$ cat src/rtl/soc_uart_txfifo_if.sv
// soc_uart_txfifo_if: write-side, status and UART handshake signals of the tx FIFO; UART_TXFIFO_IRQ_EN adds tx_low_irq
interface soc_uart_txfifo_if #(parameter int DEPTH = 16);
  localparam int AW = $clog2(DEPTH);
  logic          wr_en;
  logic [7:0]    wr_data;
  logic          full;
  logic          empty;
  logic [AW:0]   level;
  logic          overflow;
  logic          ack;
  logic          tx_enable;
  logic [7:0]    tx_data;
  logic          start_tx;
  logic          tx_empty;
  logic          tx_busy;
`ifdef UART_TXFIFO_IRQ_EN
  logic          tx_low_irq;
`endif
  modport master (
    output wr_en, wr_data, ack, tx_enable, tx_empty,
    input  full, empty, level, overflow, tx_data, start_tx, tx_busy
`ifdef UART_TXFIFO_IRQ_EN
    , input tx_low_irq
`endif
  );
  modport slave (
    input  wr_en, wr_data, ack, tx_enable, tx_empty,
    output full, empty, level, overflow, tx_data, start_tx, tx_busy
`ifdef UART_TXFIFO_IRQ_EN
    , output tx_low_irq
`endif
  );
endinterface

$ cat src/rtl/soc_uart_txfifo.sv
// soc_uart_txfifo: byte FIFO feeding the UART transmitter back-to-back via a held start_tx handshake
// Optional low-water interrupt tx_low_irq enabled by UART_TXFIFO_IRQ_EN
module soc_uart_txfifo #(
  parameter int DEPTH = 16
`ifdef UART_TXFIFO_IRQ_EN
  , parameter int LOW_WATER = 4
`endif
) (
  input  logic uclk,
  input  logic res,
  soc_uart_txfifo_if.slave bus
);
  localparam int AW = $clog2(DEPTH);
  typedef enum logic [1:0] {IDLE, ISSUE, BUSY} state_t;
  state_t        r_state, w_state_nxt;
  logic [7:0]    r_mem [DEPTH];
  logic [AW-1:0] r_wr_ptr, r_rd_ptr;
  logic [AW:0]   r_level, w_level_nxt;
  logic          r_ovf, r_start;
  logic [7:0]    r_txd;
  logic          w_full, w_empty, w_push, w_pop;
  assign w_full  = r_level == (AW+1)'(DEPTH);
  assign w_empty = r_level == '0;
  assign w_push  = bus.wr_en & ~w_full;
  assign w_pop   = (r_state == IDLE) & ~w_empty & bus.tx_enable & bus.tx_empty;
  // ISSUE persists until the UART drops tx_empty, since it ignores start_tx during its stop bit
  always_comb begin
    w_state_nxt = (r_state == IDLE)  ? (w_pop ? ISSUE : IDLE) :
                  (r_state == ISSUE) ? (bus.tx_empty ? ISSUE : BUSY) :
                                       (bus.tx_empty ? IDLE : BUSY);
    w_level_nxt = (w_push == w_pop) ? r_level :
                  w_push ? r_level + (AW+1)'(1) : r_level - (AW+1)'(1);
  end
  always_ff @(posedge uclk or posedge res)
    if (res) r_state <= IDLE;
    else     r_state <= w_state_nxt;
  always_ff @(posedge uclk or posedge res)
    if (res) begin
      r_wr_ptr <= '0;
      r_rd_ptr <= '0;
      r_level  <= '0;
      r_ovf    <= 1'b0;
      r_start  <= 1'b0;
      r_txd    <= 8'h00;
    end else begin
      r_level  <= w_level_nxt;
      r_wr_ptr <= w_push ? r_wr_ptr + AW'(1) : r_wr_ptr;
      r_rd_ptr <= w_pop ? r_rd_ptr + AW'(1) : r_rd_ptr;
      r_ovf    <= (bus.wr_en & w_full) | (r_ovf & ~bus.ack);
      r_start  <= w_state_nxt == ISSUE;
      r_txd    <= w_pop ? r_mem[r_rd_ptr] : r_txd;
    end
  always_ff @(posedge uclk)
    if (w_push) r_mem[r_wr_ptr] <= bus.wr_data;
  assign bus.full     = w_full;
  assign bus.empty    = w_empty;
  assign bus.level    = r_level;
  assign bus.overflow = r_ovf;
  assign bus.tx_data  = r_txd;
  assign bus.start_tx = r_start;
  assign bus.tx_busy  = (r_state != IDLE) | ~w_empty;
`ifdef UART_TXFIFO_IRQ_EN
  localparam logic [AW:0] LW = (AW+1)'(LOW_WATER);
  logic r_arm, r_irq, w_arm_nxt;
  // arming keeps the idle-after-reset FIFO from raising the irq
  assign w_arm_nxt = w_push | (r_arm & ~((w_level_nxt == '0) & (w_state_nxt == IDLE)));
  always_ff @(posedge uclk or posedge res)
    if (res) begin
      r_arm <= 1'b0;
      r_irq <= 1'b0;
    end else begin
      r_arm <= w_arm_nxt;
      r_irq <= w_arm_nxt & (w_level_nxt <= LW);
    end
  assign bus.tx_low_irq = r_irq;
`endif
endmodule

$ cat src/flat_wrapper.sv
// flat-port wrapper written by rule: the top's interface ports become plain ports
module soc_uart_txfifo_flat 
#(
  parameter int DEPTH = 16

)
  (uclk, res, bus_wr_en, bus_wr_data, bus_ack, bus_tx_enable, bus_tx_empty, bus_full, bus_empty, bus_level, bus_overflow, bus_tx_data, bus_start_tx, bus_tx_busy);
  soc_uart_txfifo_if #(.DEPTH(DEPTH)) bus_i ();
  input  logic uclk;
  input  logic res;
  input wire logic [$bits(bus_i.wr_en)-1:0] bus_wr_en;
  input wire logic [$bits(bus_i.wr_data)-1:0] bus_wr_data;
  input wire logic [$bits(bus_i.ack)-1:0] bus_ack;
  input wire logic [$bits(bus_i.tx_enable)-1:0] bus_tx_enable;
  input wire logic [$bits(bus_i.tx_empty)-1:0] bus_tx_empty;
  output wire logic [$bits(bus_i.full)-1:0] bus_full;
  output wire logic [$bits(bus_i.empty)-1:0] bus_empty;
  output wire logic [$bits(bus_i.level)-1:0] bus_level;
  output wire logic [$bits(bus_i.overflow)-1:0] bus_overflow;
  output wire logic [$bits(bus_i.tx_data)-1:0] bus_tx_data;
  output wire logic [$bits(bus_i.start_tx)-1:0] bus_start_tx;
  output wire logic [$bits(bus_i.tx_busy)-1:0] bus_tx_busy;
  assign bus_i.wr_en = bus_wr_en;
  assign bus_i.wr_data = bus_wr_data;
  assign bus_i.ack = bus_ack;
  assign bus_i.tx_enable = bus_tx_enable;
  assign bus_i.tx_empty = bus_tx_empty;
  assign bus_full = bus_i.full;
  assign bus_empty = bus_i.empty;
  assign bus_level = bus_i.level;
  assign bus_overflow = bus_i.overflow;
  assign bus_tx_data = bus_i.tx_data;
  assign bus_start_tx = bus_i.start_tx;
  assign bus_tx_busy = bus_i.tx_busy;
  soc_uart_txfifo #(.DEPTH(DEPTH)) u_core (.uclk(uclk), .res(res), .bus(bus_i));
endmodule
$ cat config.mk
export PLATFORM = sky130hd
export DESIGN_NAME = soc_uart_txfifo_flat
export DESIGN_NICKNAME = d
export VERILOG_FILES = /design/src/rtl/soc_uart_txfifo_if.sv /design/src/rtl/soc_uart_txfifo.sv /design/src/flat_wrapper.sv
export SDC_FILE = /design/constraint.sdc
export NUM_CORES = 1
export LEC_CHECK = 0
export ABC_AREA = 1
export CORE_MARGIN = 5
export CORE_UTILIZATION = 40
export DETAILED_ROUTE_END_ITERATION = 7
export GPL_ROUTABILITY_DRIVEN = 1
export HOLD_SLACK_MARGIN = 0.05
export SLEW_MARGIN = 15
export SYNTH_ARGS = -nofsm -noshare
export SYNTH_HDL_FRONTEND = slang
export SYNTH_SLANG_ARGS = --single-unit
$ cat constraint.sdc
create_clock -name uclk -period 1.7 [get_ports uclk]
set_input_delay 0.425 -clock uclk [delete_from_list [all_inputs] [get_ports uclk]]
set_output_delay 0.425 -clock uclk [all_outputs]
set_load 0.05 [all_outputs]
# Yosys cells after proc, flatten, opt, wreduce, memory -nomap -nowiden

Memory sizes are Yosys's and may differ from the RTL's. A register that Yosys moved wholly into a read port is not among the register bits.
Cells that the tools add are included.

Flip-flop bits (word level): 17
Memory bits (read-only): 0
Word-level logic and storage cells: 37
Input bits: 14
Memories kept: 1
Bits in writable memories: 128
Bits in latches: 0

Div/mod/pow operators: 0
Mux-type cells: 8
Eq/ne operators: 4
Reductions and logical operators: 3
Add/sub/neg operators: 4
Shift operators: 0
Order comparisons: 0
Multipliers: 0
Bitwise logic cells: 11

Memory list:

| memory       | depth | width | read ports | clocked after Yosys merged registers in | write ports | line                  | RTL |
|---|---|---|---|---|---|---|---|
| u_core.r_mem | 16    | 8     | 1          | 1                                       | 1           | soc_uart_txfifo.sv:16 | `logic [7:0] r_mem [DEPTH];` |

Operators by type and width:

| operator                                          | number |
|---|---|
| adder 4 x 1 -> 4 bit (second input constant)      | 2 |
| two-way mux 2 bit                                 | 4 |
| AND 1 bit                                         | 6 |
| adder 5 x 1 -> 5 bit (second input constant)      | 1 |
| == test 5 bit (second input constant)             | 1 |
| logical NOT 5 bit                                 | 1 |
| two-way mux 5 bit                                 | 1 |
| subtractor 5 x 1 -> 5 bit (second input constant) | 1 |
| == test 2 x 1 -> 1 bit (second input constant)    | 2 |
| two-way mux 1 bit                                 | 3 |
| NOT 1 bit                                         | 3 |
| logical NOT 2 bit                                 | 1 |
| OR 1 bit                                          | 2 |
| nonzero test 2 bit                                | 1 |
| == test 1 bit                                     | 1 |

# Logic depth before layout (Yosys ltp)

Gate-level depths: netlist of run 1.

Depth after elaboration: 8
Depth in mapped cells: 11
Mapped depth without buffers: 11

# Worst setup path after synthesis of run 1

No wires, ideal clock.

Kind: register -> output
From: register u_core.r_level[0], in the netlist u_core.bus.level[0]
To: output port bus_tx_busy
Data required time: 1275 ps
Path slack: -435 ps
Path buffers: 0
Data arrival time: 1710 ps
Stages on the path, launching flop included: 5
Cell sequence: dfrtp_1 > inv_1 > nand4_1 > inv_1 > nand2_1

Longest elaborated chain between the ends: 3

Ends and longest elaborated chain:

| what                     | line                  | RTL |
|---|---|---|
| start: declaration       | soc_uart_txfifo.sv:18 | `logic [AW:0] r_level, w_level_nxt;` |
| start signal: assignment | soc_uart_txfifo.sv:46 | `r_level <= w_level_nxt;` |
| logical NOT 5 bit        | soc_uart_txfifo.sv:23 | `assign w_empty = r_level == '0;` |
| via bus_empty            | flat_wrapper.sv:17    | `output wire logic [$bits(bus_i.empty)-1:0] bus_empty;` |
| NOT 1 bit                | soc_uart_txfifo.sv:61 | `assign bus.tx_busy = (r_state != IDLE) \| ~w_empty;` |
| OR 1 bit                 | soc_uart_txfifo.sv:61 |  |
| end: declaration         | flat_wrapper.sv:22    | `output wire logic [$bits(bus_i.tx_busy)-1:0] bus_tx_busy;` |

The timed path passes the listed nets, and every way through them passes these cells.

# Final worst setup path of run 1

From: register u_core.r_level[4], in the netlist u_core.bus.level[4]
To: output port bus_tx_busy

Longest elaborated chain between the ends: 3

Ends and longest elaborated chain:

| what              | line |
|---|---|
| logical NOT 5 bit | soc_uart_txfifo.sv:23 |
| NOT 1 bit         | soc_uart_txfifo.sv:61 |
| OR 1 bit          | soc_uart_txfifo.sv:61 |

No other way between the ends.

==> reports/metrics.yaml, run 1 <==
wl_um: 16200
grt_pass1_vias: 4668
p_leak_nw: 3.81
violations: "negative setup slack"
clock_sinks: 153
drt-initial-drc-count: 494
area_growth_pct: 27.0
path_max_fanout: 5
grt_usage: 0.172
slew_violations: 0
seq_area_um2: 4480
multi_input_area_um2: 1970
core_um2: 16700
fin_ws_ns: -0.204
stdcell_area_um2: 8680
rsz0062_at_grt: "true"
final_layout_size_suffix_gt1_frac: 0.193
fmax_ghz: 0.525
path_clk_slew_ns: 0.06
synthesis.nets: 709
ys_ff_latch: 153
cts-root-buf: "clkbuf_16"
num-fill-cells: 1487
cts_buffer_depth: 2
drt.antenna.violating_nets: 0
cts_tree: "yes"
finalCriticalPeriod_ns: 1.90
pin_count: 32
start_util: 0.409
path_class: "reg -> out"
nNetsFinal: 786
powerDensity_nw_per_um2: 1690
holdWs_ns: 0.384
timing_hold_violations_final: 0
min_path_type: "in -> async"
status: "finished, violations left"
grt_max_degree: 67
setup_violations: 47
fin_skew_ns: 0.00797
hpwl_um: 11200
peakVddDrop_mv: 1.02
worstPathArrival_ns: 1.48
maxCapViolations: 0
vias_per_cell: 4.86
cts_made_buffers: 17
port_buffers: 31
rows: 47
final_cells: 994
synth_area_per_cell_um2: 9.98
postPlaceCellArea_um2: 7950
vias: 4834
setup_tns_ns: -2.37
drtPass1Iterations: 5
cp.required_ns: 1.27
routedWlPerCell_um: 16.3
die_height_um: 141
critPathLaunchType: "register"
die_w_um: 141
antenna_found_initial: 0
worst_skew_pair.late_latency_ns: 0.42
ctsHoldBuffers: 0
cp-end-kind: "output pin"
r2r_cells: 13
gp_congestion: 0.832
diodes: 0
netlist_instances: 685
grt_pass1_wl_um: 25600
drc: 0
yosysSeqAreaShare: 0.654
dp.cells: 966
grt_overflow: 0
cts_htree_levels: 4
ys_types: 26
ys_warn_count: 0
syn-cell-area_um2: 6830
worst-slew-pin-transition_ns: 0.536
period_share: 1.12
relSlewSlack: 0.641
die_area_um2: 19800
flip-flops by register name, summed over array words and instances (netlist names):
signal               flops
u_core.r_state           2
u_core.bus.tx_data       8
u_core.r_wr_ptr          4
u_core.r_mem           128
u_core.r_rd_ptr          4
u_core.bus.overflow      1
u_core.bus.level         5
u_core.bus.start_tx      1
critical path: stages (launching register included):
cell and delay [ns]:
dfrtp_2 0.45, inv_1 0.09, nand4_1 0.17, clkinvlp_4 0.16
nand2_4 0.05, buf_6 0.14
kinds of logic (layout without fill, tap and decap cells):
family / after synthesis / in the layout / share of synthesized area
simple gates: 358 / 358 / 0.221
flops: 153 / 153 / 0.654
xor+xnor: 8 / 8 / 0.0103
buf+inv: 150 / 239 / 0.0910
compound gates: 6 / 6 / 0.00458
fa+ha+maj: 10 / 10 / 0.0194
worst paths after layout:
| check | slack [ns] | to | from |
|---|---|---|---|
| worst min-delay path | 0.38 | u_core.bus.start_tx | res |
| worst max register to register | -0.17 | u_core.bus.level[4] | u_core.bus.level[3] |
| worst min register to register | 0.48 | u_core.bus.tx_data[5] | u_core.bus.tx_data[5] |
| max in group asynchronous | 1.03 | u_core.bus.level[1] | res |
| min in group uclk | 0.48 | u_core.bus.tx_data[5] | u_core.bus.tx_data[5] |
| worst max-delay path | -0.20 | bus_tx_busy | u_core.bus.level[4] |
final cells by class:
class,instances,area share
Multi-Input combinational cell,382,0.227
Tap cell,220,0.0317
Timing Repair Buffer,85,0.108
Clock inverter,12,0.0120
Sequential cell,153,0.516
Inverter,123,0.0557
Clock buffer,19,0.0499
cells in the final DEF, fill, tap and decap left out, types with 2 or more instances in the layout:
| cell type | instances |
|---|---|
| buf_6 | 8 |
| ha_1 | 9 |
| nand3_1 | 103 |
| nand2_1 | 216 |
| clkinv_1 | 3 |
| xor2_1 | 7 |
| inv_1 | 113 |
| inv_4 | 4 |
| dfrtp_2 | 6 |
| clkdlybuf4s50_1 | 13 |
| clkbuf_16 | 17 |
| nor2_1 | 5 |
| nand2_8 | 3 |
| buf_12 | 19 |
| dfrtp_1 | 19 |
| clkinv_2 | 2 |
| clkinv_4 | 2 |
| nand2_2 | 6 |
| edfxtp_1 | 128 |
| o21ai_1 | 3 |
| nand2_4 | 4 |
| buf_4 | 45 |
| nand4_1 | 2 |
| nor2_4 | 17 |
| inv_2 | 3 |
| clkbuf_1 | 2 |
| clkinvlp_4 | 5 |
through the flow:
step / worst slack [ns] / util / power, W
floorplan: -0.126 / - / 0.00878
global placement: -0.325 / 0.476 / 0.0109
detailed placement: -0.337 / 0.476 / 0.0109
CTS: -0.244 / 0.512 / 0.0145
global route: -0.266 / 0.520 / 0.0156
finish: -0.204 / 0.520 / 0.0147
synthesized netlist by cell type:
cell type	number	area (µm²)
nand2_4	2	22.5
a21oi_1	1	5.00
xor2_1	7	61.3
nand3_1	103	515
inv_4	1	6.26
inv_1	118	443
buf_6	1	11.3
xnor2_1	1	8.76
nand2_1	225	845
dfrtp_1	25	626
o22ai_1	1	6.26
edfxtp_1	128	3840
buf_2	15	75.1
clkbuf_1	3	11.3
ha_1	9	113
fa_1	1	20.0
inv_2	3	11.3
nor2_1	22	82.6
buf_4	8	60.1
nor2_2	1	6.26
o21ai_0	2	10.0
nand2_2	2	12.5
nand4_1	2	12.5
nand4_2	1	12.5
o21ai_1	2	10.0
clkinv_1	1	3.75
repair_timing:
item | 4_1_cts | 5_1_grt
setup endpoints to repair | 6 | 119
setup buffers | 3 | 5
resized for setup | 11 | 44
pin swaps | 5 | 8
routing by layer:
| layer | global-route usage | routed length, µm | vias to the layer above |
|---|---|---|---|
| met5 | 0 | 0 | - |
| met1 | 0.223 | 6990 | 2325 |
| li1 | - | - | 2342 |
| met2 | 0.286 | 8140 | 139 |
| met3 | 0.0362 | 771 | 28 |
| met4 | 0.0617 | 306 | 0 |
power by group:
| group | total [W] | switching, W | internal (W) |
|---|---|---|---|
| logic | 0.00628 | 0.00398 | 0.00229 |
| registers | 0.00502 | 0.000350 | 0.00467 |
| clock network | 0.00340 | 0.00141 | 0.00199 |
Power figures use the tool's default switching activity.
==> inputs of run 2 (changes only) <==
--- a/config.mk
+++ b/config.mk
@@ -7,10 +7,11 @@
 export LEC_CHECK = 0
 export ABC_AREA = 1
 export CORE_MARGIN = 5
-export CORE_UTILIZATION = 40
+export CORE_UTILIZATION = 54
 export DETAILED_ROUTE_END_ITERATION = 7
 export GPL_ROUTABILITY_DRIVEN = 1
 export HOLD_SLACK_MARGIN = 0.05
+export PLACE_DENSITY = 0.75
 export SLEW_MARGIN = 15
 export SYNTH_ARGS = -nofsm -noshare
 export SYNTH_HDL_FRONTEND = slang
==> run 2 against run 1 <==
Effect of this change: the flow still finishes with violations (negative setup slack); utilization rose by 17 points; via count rose by 5.8%; clock skew rose by 0.00060 ns.
==> reports/metrics.yaml, run 2 (same netlist as run 1, synthesis figures left out) <==
status: "finished, violations left"
violations: "negative setup slack"
rsz0062_at_grt: "true"
hpwl_um: 10700  # -4.7%
largest-register: "u_core.r_mem"
fin_skew_ns: 0.00857  # +0.000602 ns
path_class: "reg -> out"
dp_slack_ns: -0.312  # +0.0248 ns
drt-initial-drc-count: 621  # +26%
fin_util: 0.694  # +0.175
p_leak_nw: 3.84  # +0.78%
die_height_um: 122  # -13%
mostFrequentLayoutCell: "nand2_1"
start_util: 0.546  # +0.137
setup_violations: 110  # +130%
cp.required_ns: 1.27  # about the same
drtPass1Iterations: 6  # +1
vias: 5113  # +5.8%
r2r-start: "u_core.bus.level[2]"
rows: 41  # -13%
pin_count: 32  # unchanged
powerDensity_nw_per_um2: 1760  # +3.6%
drt.antenna.violating_nets: 0  # unchanged
worstReg2RegEnd: "u_core.bus.level[4]"
gp_congestion: 0.946  # +14%
port_buffers: 31  # unchanged
core_um2: 12500  # -25%
worst_skew_pair.late_latency_ns: 0.43  # about the same
die_area_um2: 15000  # -24%
clock_sinks: 153  # unchanged
path_max_fanout: 3  # -2
worstPathArrival_ns: 1.60  # +0.12 ns
fmax_ghz: 0.495  # -5.8%
worst-slew-pin-transition_ns: 0.573  # +0.0370 ns
routedWlPerCell_um: 17.9  # +9.8%
finalCriticalPeriod_ns: 2.02  # +0.117 ns
timing_hold_violations_final: 0  # unchanged
diodes: 0  # unchanged
die_w_um: 122  # -13%
ctsHoldBuffers: 0  # unchanged
final_layout_size_suffix_gt1_frac: 0.195  # +0.00233
min_path_type: "in -> async"
rrSetupSlack_ns: -0.28  # -0.11 ns
final_cells: 947  # -4.7%
cp-end-kind: "output pin"
area_growth_pct: 27.2
dp.cells: 914  # -5.4%
slew_violations: 0  # unchanged
cts_htree_levels: 4  # unchanged
path_clk_slew_ns: 0.06  # about the same
antenna_found_initial: 0  # unchanged
grt_max_degree: 67  # unchanged
cts_buffer_depth: 2  # unchanged
nNetsFinal: 786  # unchanged
cts_made_buffers: 17  # unchanged
r2r_cells: 12  # -1
grt_pass1_vias: 4916  # +5.3%
maxCapViolations: 0  # unchanged
fin_ws_ns: -0.321  # -0.117 ns
wl_um: 17000  # +4.7%
critPathLaunchType: "register"
grt_usage: 0.229  # +0.0576
relSlewSlack: 0.616  # -0.0248
drc: 0  # unchanged
cts-root-buf: "clkbuf_16"
cts_tree: "yes"
final_cell_mix: "nand2_1, edfxtp_1, inv_1"
period_share: 1.19  # +0.0690
grt_pass1_wl_um: 25100  # -1.8%
vias_per_cell: 5.40  # +11%
peakVddDrop_mv: 0.849  # -16%
num-fill-cells: 876  # -41%
largest_reg_flops: 128  # unchanged
grt_overflow: 0  # unchanged
## run 2: cell types whose count changed in the layout (fill, tap and decap cells not counted), moves of 2 or more
cell,previous run,this run
buf_4,45,43
clkinvlp_4,5,3
nand2_1,216,220
inv_2,3,5
clkbuf_1,2,0
nand2_2,6,2
clkinv_4,2,6
## run 2: per-layer routing
metal	GRT usage	wire length, µm	vias up
li1	-	-	2340
met1	0.295	6340	2410
met2	0.379	8410	299
met3	0.0438	1520	64
met4	0.104	694	0
met5	0	0	-
## run 2: area by class of cell
type,instances,area [µm²],area share
Clock buffer,17,425,0.0489
Clock inverter,15,153,0.0176
Inverter,123,478,0.0550
Multi-Input combinational cell,382,1990,0.229
Sequential cell,153,4480,0.515
Tap cell,172,215,0.0248
Timing Repair Buffer,85,955,0.110
## run 2: how the worst max path moves through the flow
stage	startpoint	to	cells past startpoint
finish	u_core.bus.level[2]	bus_tx_busy	5
global route	u_core.bus.level[2]	u_core.bus.level[4]	12
CTS	u_core.bus.level[1]	bus_tx_busy	6
detailed placement	bus_wr_en	u_core.r_mem[5][1]	6
global placement	bus_wr_en	u_core.r_mem[13][0]	6
floorplan	u_core.bus.level[3]	u_core.bus.level[4]	11
## run 2: power breakdown
group | internal, W | leakage, nW | switching [W]
Combinational | 0.00236 | 2.10 | 0.00426
Clock | 0.00216 | 0.276 | 0.00149
Sequential | 0.00467 | 1.46 | 0.000314
## run 2: what timing repair did
item,CTS,global route
endpoints found under the hold margin,0,0
resized for setup,17,37
gates cloned,0,0
endpoints found under the setup margin,4,136
buffers inserted,6,9
pin swaps,6,18
## run 2: worst max-delay path, cell delays in order (launching register included)
cell and delay (ns):
dfrtp_2 0.43, nor2_4 0.16, nand4_1 0.19, clkinvlp_4 0.18
nand2_4 0.06, buf_12 0.14
## run 2: per-stage QoR
| step | cell area, µm² | total power [W] | hold WS (ns) | TNS, ns |
|---|---|---|---|---|
| 3_3_place_gp | 7850 | 0.0107 | 0.466 | -33.08 |
| 2_1_floorplan | 6920 | 0.00878 | 0.452 | -6.08 |
| 3_5_place_dp | 7850 | 0.0108 | 0.467 | -36.87 |
| 5_1_grt | 8690 | 0.0160 | 0.385 | -13.42 |
| 4_1_cts | 8530 | 0.0146 | 0.345 | -1.10 |
| 6_report | 8690 | 0.0153 | 0.346 | -5.55 |
==> inputs of run 3 (changes only) <==
--- a/config.mk
+++ b/config.mk
@@ -6,6 +6,7 @@
 export NUM_CORES = 1
 export LEC_CHECK = 0
 export ABC_AREA = 1
+export CORE_ASPECT_RATIO = 0.75
 export CORE_MARGIN = 5
 export CORE_UTILIZATION = 54
 export DETAILED_ROUTE_END_ITERATION = 7
==> run 3 against run 2 <==
Effect of this change: die area up 0.16%; sequential power about the same; cell count down 0.21%; clock skew up 0.0025 ns; first-iteration DRC count down 16%; clock-buffer cell count up 2; non-clock buffer count up 4; utilization down 0.41 points; worst setup slack better by 0.0089 ns; hold slack better by 0.027 ns; the flow still finishes with violations (negative setup slack).
==> reports/metrics.yaml, run 3 (same netlist as run 1, synthesis figures left out) <==
cts_made_buffers: 17  # unchanged
grt_overflow: 0  # unchanged
drt-initial-drc-count: 523  # -16%
worstReg2RegEnd: "u_core.bus.level[4]"
wl_um: 16500  # -2.4%
cp-end-kind: "output pin"
cts_buffer_depth: 2  # unchanged
critPathLaunchType: "register"
drc: 0  # unchanged
finalPower_w: 0.0152  # -0.43%
path_max_fanout: 3  # unchanged
grt_usage: 0.225  # -0.00397
dp_slack_ns: -0.331  # -0.0191 ns
rows: 35  # -15%
path_clk_slew_ns: 0.06  # about the same
die_height_um: 107  # -12%
mostFrequentLayoutCell: "nand2_1"
grt_max_degree: 66  # -1.5%
largest-register: "u_core.r_mem"
r2r-start: "u_core.bus.level[3]"
slew_violations: 0  # unchanged
num-fill-cells: 888  # +1.4%
worstPathArrival_ns: 1.59  # about the same
setup_violations: 7  # -94%
r2r_cells: 11  # -1
die_area_um2: 15000  # +0.16%
die_w_um: 140  # +14%
cts_tree: "yes"
rrSetupSlack_ns: -0.15  # +0.13 ns
grt_pass1_vias: 4761  # -3.2%
hpwl_um: 10600  # -1.1%
routedWlPerCell_um: 17.5  # -2.2%
period_share: 1.18  # -0.00524
rsz0062_at_grt: "true"
gp_congestion: 0.879  # -7.1%
port_buffers: 31  # unchanged
peakVddDrop_mv: 1.66  # +96%
largest_reg_flops: 128  # unchanged
nNetsFinal: 790  # +0.51%
diodes: 0  # unchanged
area_growth_pct: 24.7
p_leak_nw: 3.85  # +0.28%
pin_count: 32  # unchanged
final_layout_size_suffix_gt1_frac: 0.184  # -0.0113
fmax_ghz: 0.497  # +0.44%
vias: 4991  # -2.4%
maxCapViolations: 0  # unchanged
timing_hold_violations_final: 0  # unchanged
clock_sinks: 153  # unchanged
final_cell_mix: "nand2_1, edfxtp_1, inv_1"
violations: "negative setup slack"
start_util: 0.553  # +0.00741
relSlewSlack: 0.645  # +0.0290
worst-slew-pin-transition_ns: 0.529  # -0.0432 ns
path_class: "reg -> out"
cts_htree_levels: 4  # unchanged
fin_ws_ns: -0.313  # +0.00891 ns
ctsHoldBuffers: 0  # unchanged
drtPass1Iterations: 5  # -1
vias_per_cell: 5.28  # -2.2%
finalCriticalPeriod_ns: 2.01  # -0.00891 ns
worst_skew_pair.late_latency_ns: 0.43  # about the same
core_um2: 12300  # -1.3%
fin_skew_ns: 0.0111  # +0.00253 ns
cp.required_ns: 1.27  # about the same
grt_pass1_wl_um: 25400  # +0.96%
min_path_type: "in -> async"
cts-root-buf: "clkbuf_16"
status: "finished, violations left"
powerDensity_nw_per_um2: 1780  # +1.5%
antenna_found_initial: 1  # +1
drt.antenna.violating_nets: 0  # unchanged
fin_util: 0.690  # -0.00415
==> run 3: cell types whose count changed in the layout (fill, tap and decap cells not counted), moves of 2 or more <==
cell	before	now
nor2_4	18	6
clkinv_2	1	3
buf_6	9	3
nand2_4	3	5
nor2_2	1	6
clkinv_4	6	1
nand2_8	4	0
nor2_1	4	11
bufinv_16	2	5
clkinv_1	4	2
buf_12	20	13
buf_4	43	59
clkbuf_1	0	2
==> run 3: metal layers <==
metal  global-route usage  share of wire  wire (µm)  up-vias
met4               0.0615          0.013        212        2
met5                    0        0.00048          8        -
met2                0.355           0.48       7860      211
li1                     -              -          -     2342
met3               0.0737          0.086       1420       18
met1                0.304           0.43       7040     2418
==> run 3: how the worst max path moves through the flow <==
stage               cells after the start           startpoint  slack (ns)                   to
finish                                  5  u_core.bus.level[3]       -0.31          bus_tx_busy
global route                            5  u_core.bus.level[3]       -0.39          bus_tx_busy
CTS                                     5  u_core.bus.level[2]       -0.32          bus_tx_busy
detailed placement                      6            bus_wr_en       -0.33  u_core.r_mem[12][7]
global placement                        6            bus_wr_en       -0.29   u_core.r_mem[4][7]
floorplan                              11  u_core.bus.level[3]       -0.13  u_core.bus.level[4]
==> run 3: what timing repair did <==
item / CTS / global route
setup buffers: 6 / 4
endpoints found under the setup margin: 6 / 139
pin swaps: 5 / 4
gates cloned: 0 / 1
resized for setup: 4 / 9
==> run 3: where the power goes <==
part / switching [W] / internal, W / total [W]
sequential: 0.000299 / 0.00467 / 0.00497
clock: 0.00145 / 0.00260 / 0.00405
combinational: 0.00400 / 0.00217 / 0.00617
total: 0.00575 / 0.00944 / 0.0152
==> run 3: through the flow <==
stage / cell area, µm² / hold WS [ns] / cells / setup TNS [ns]
4_1_cts: 8440 / 0.380 / 940 / -1.05
5_1_grt: 8520 / 0.415 / 945 / -2.13
3_5_place_dp: 7750 / 0.475 / 902 / -36.92
6_report: 8520 / 0.373 / 945 / -1.25
2_1_floorplan: 6920 / 0.452 / 685 / -6.08
3_3_place_gp: 7750 / 0.475 / 902 / -31.92
==> run 3: final cells by class <==
type                    count  area [µm²]  area share
inverters                 123         473      0.0555
clock inverters            13         201      0.0236
well taps                 166         208      0.0244
clock buffers              19         433      0.0508
repair buffers             89         892       0.105
multi-input cells         382        1840       0.216
flip-flops and latches    153        4480       0.525
==> run 3: critical path, stage by stage (launching register included) <==
cell        delay, ns
dfrtp_2          0.43
nor2_4           0.13
nand4_1          0.20
clkinvlp_4       0.19
nand2_4          0.05
buf_6            0.15
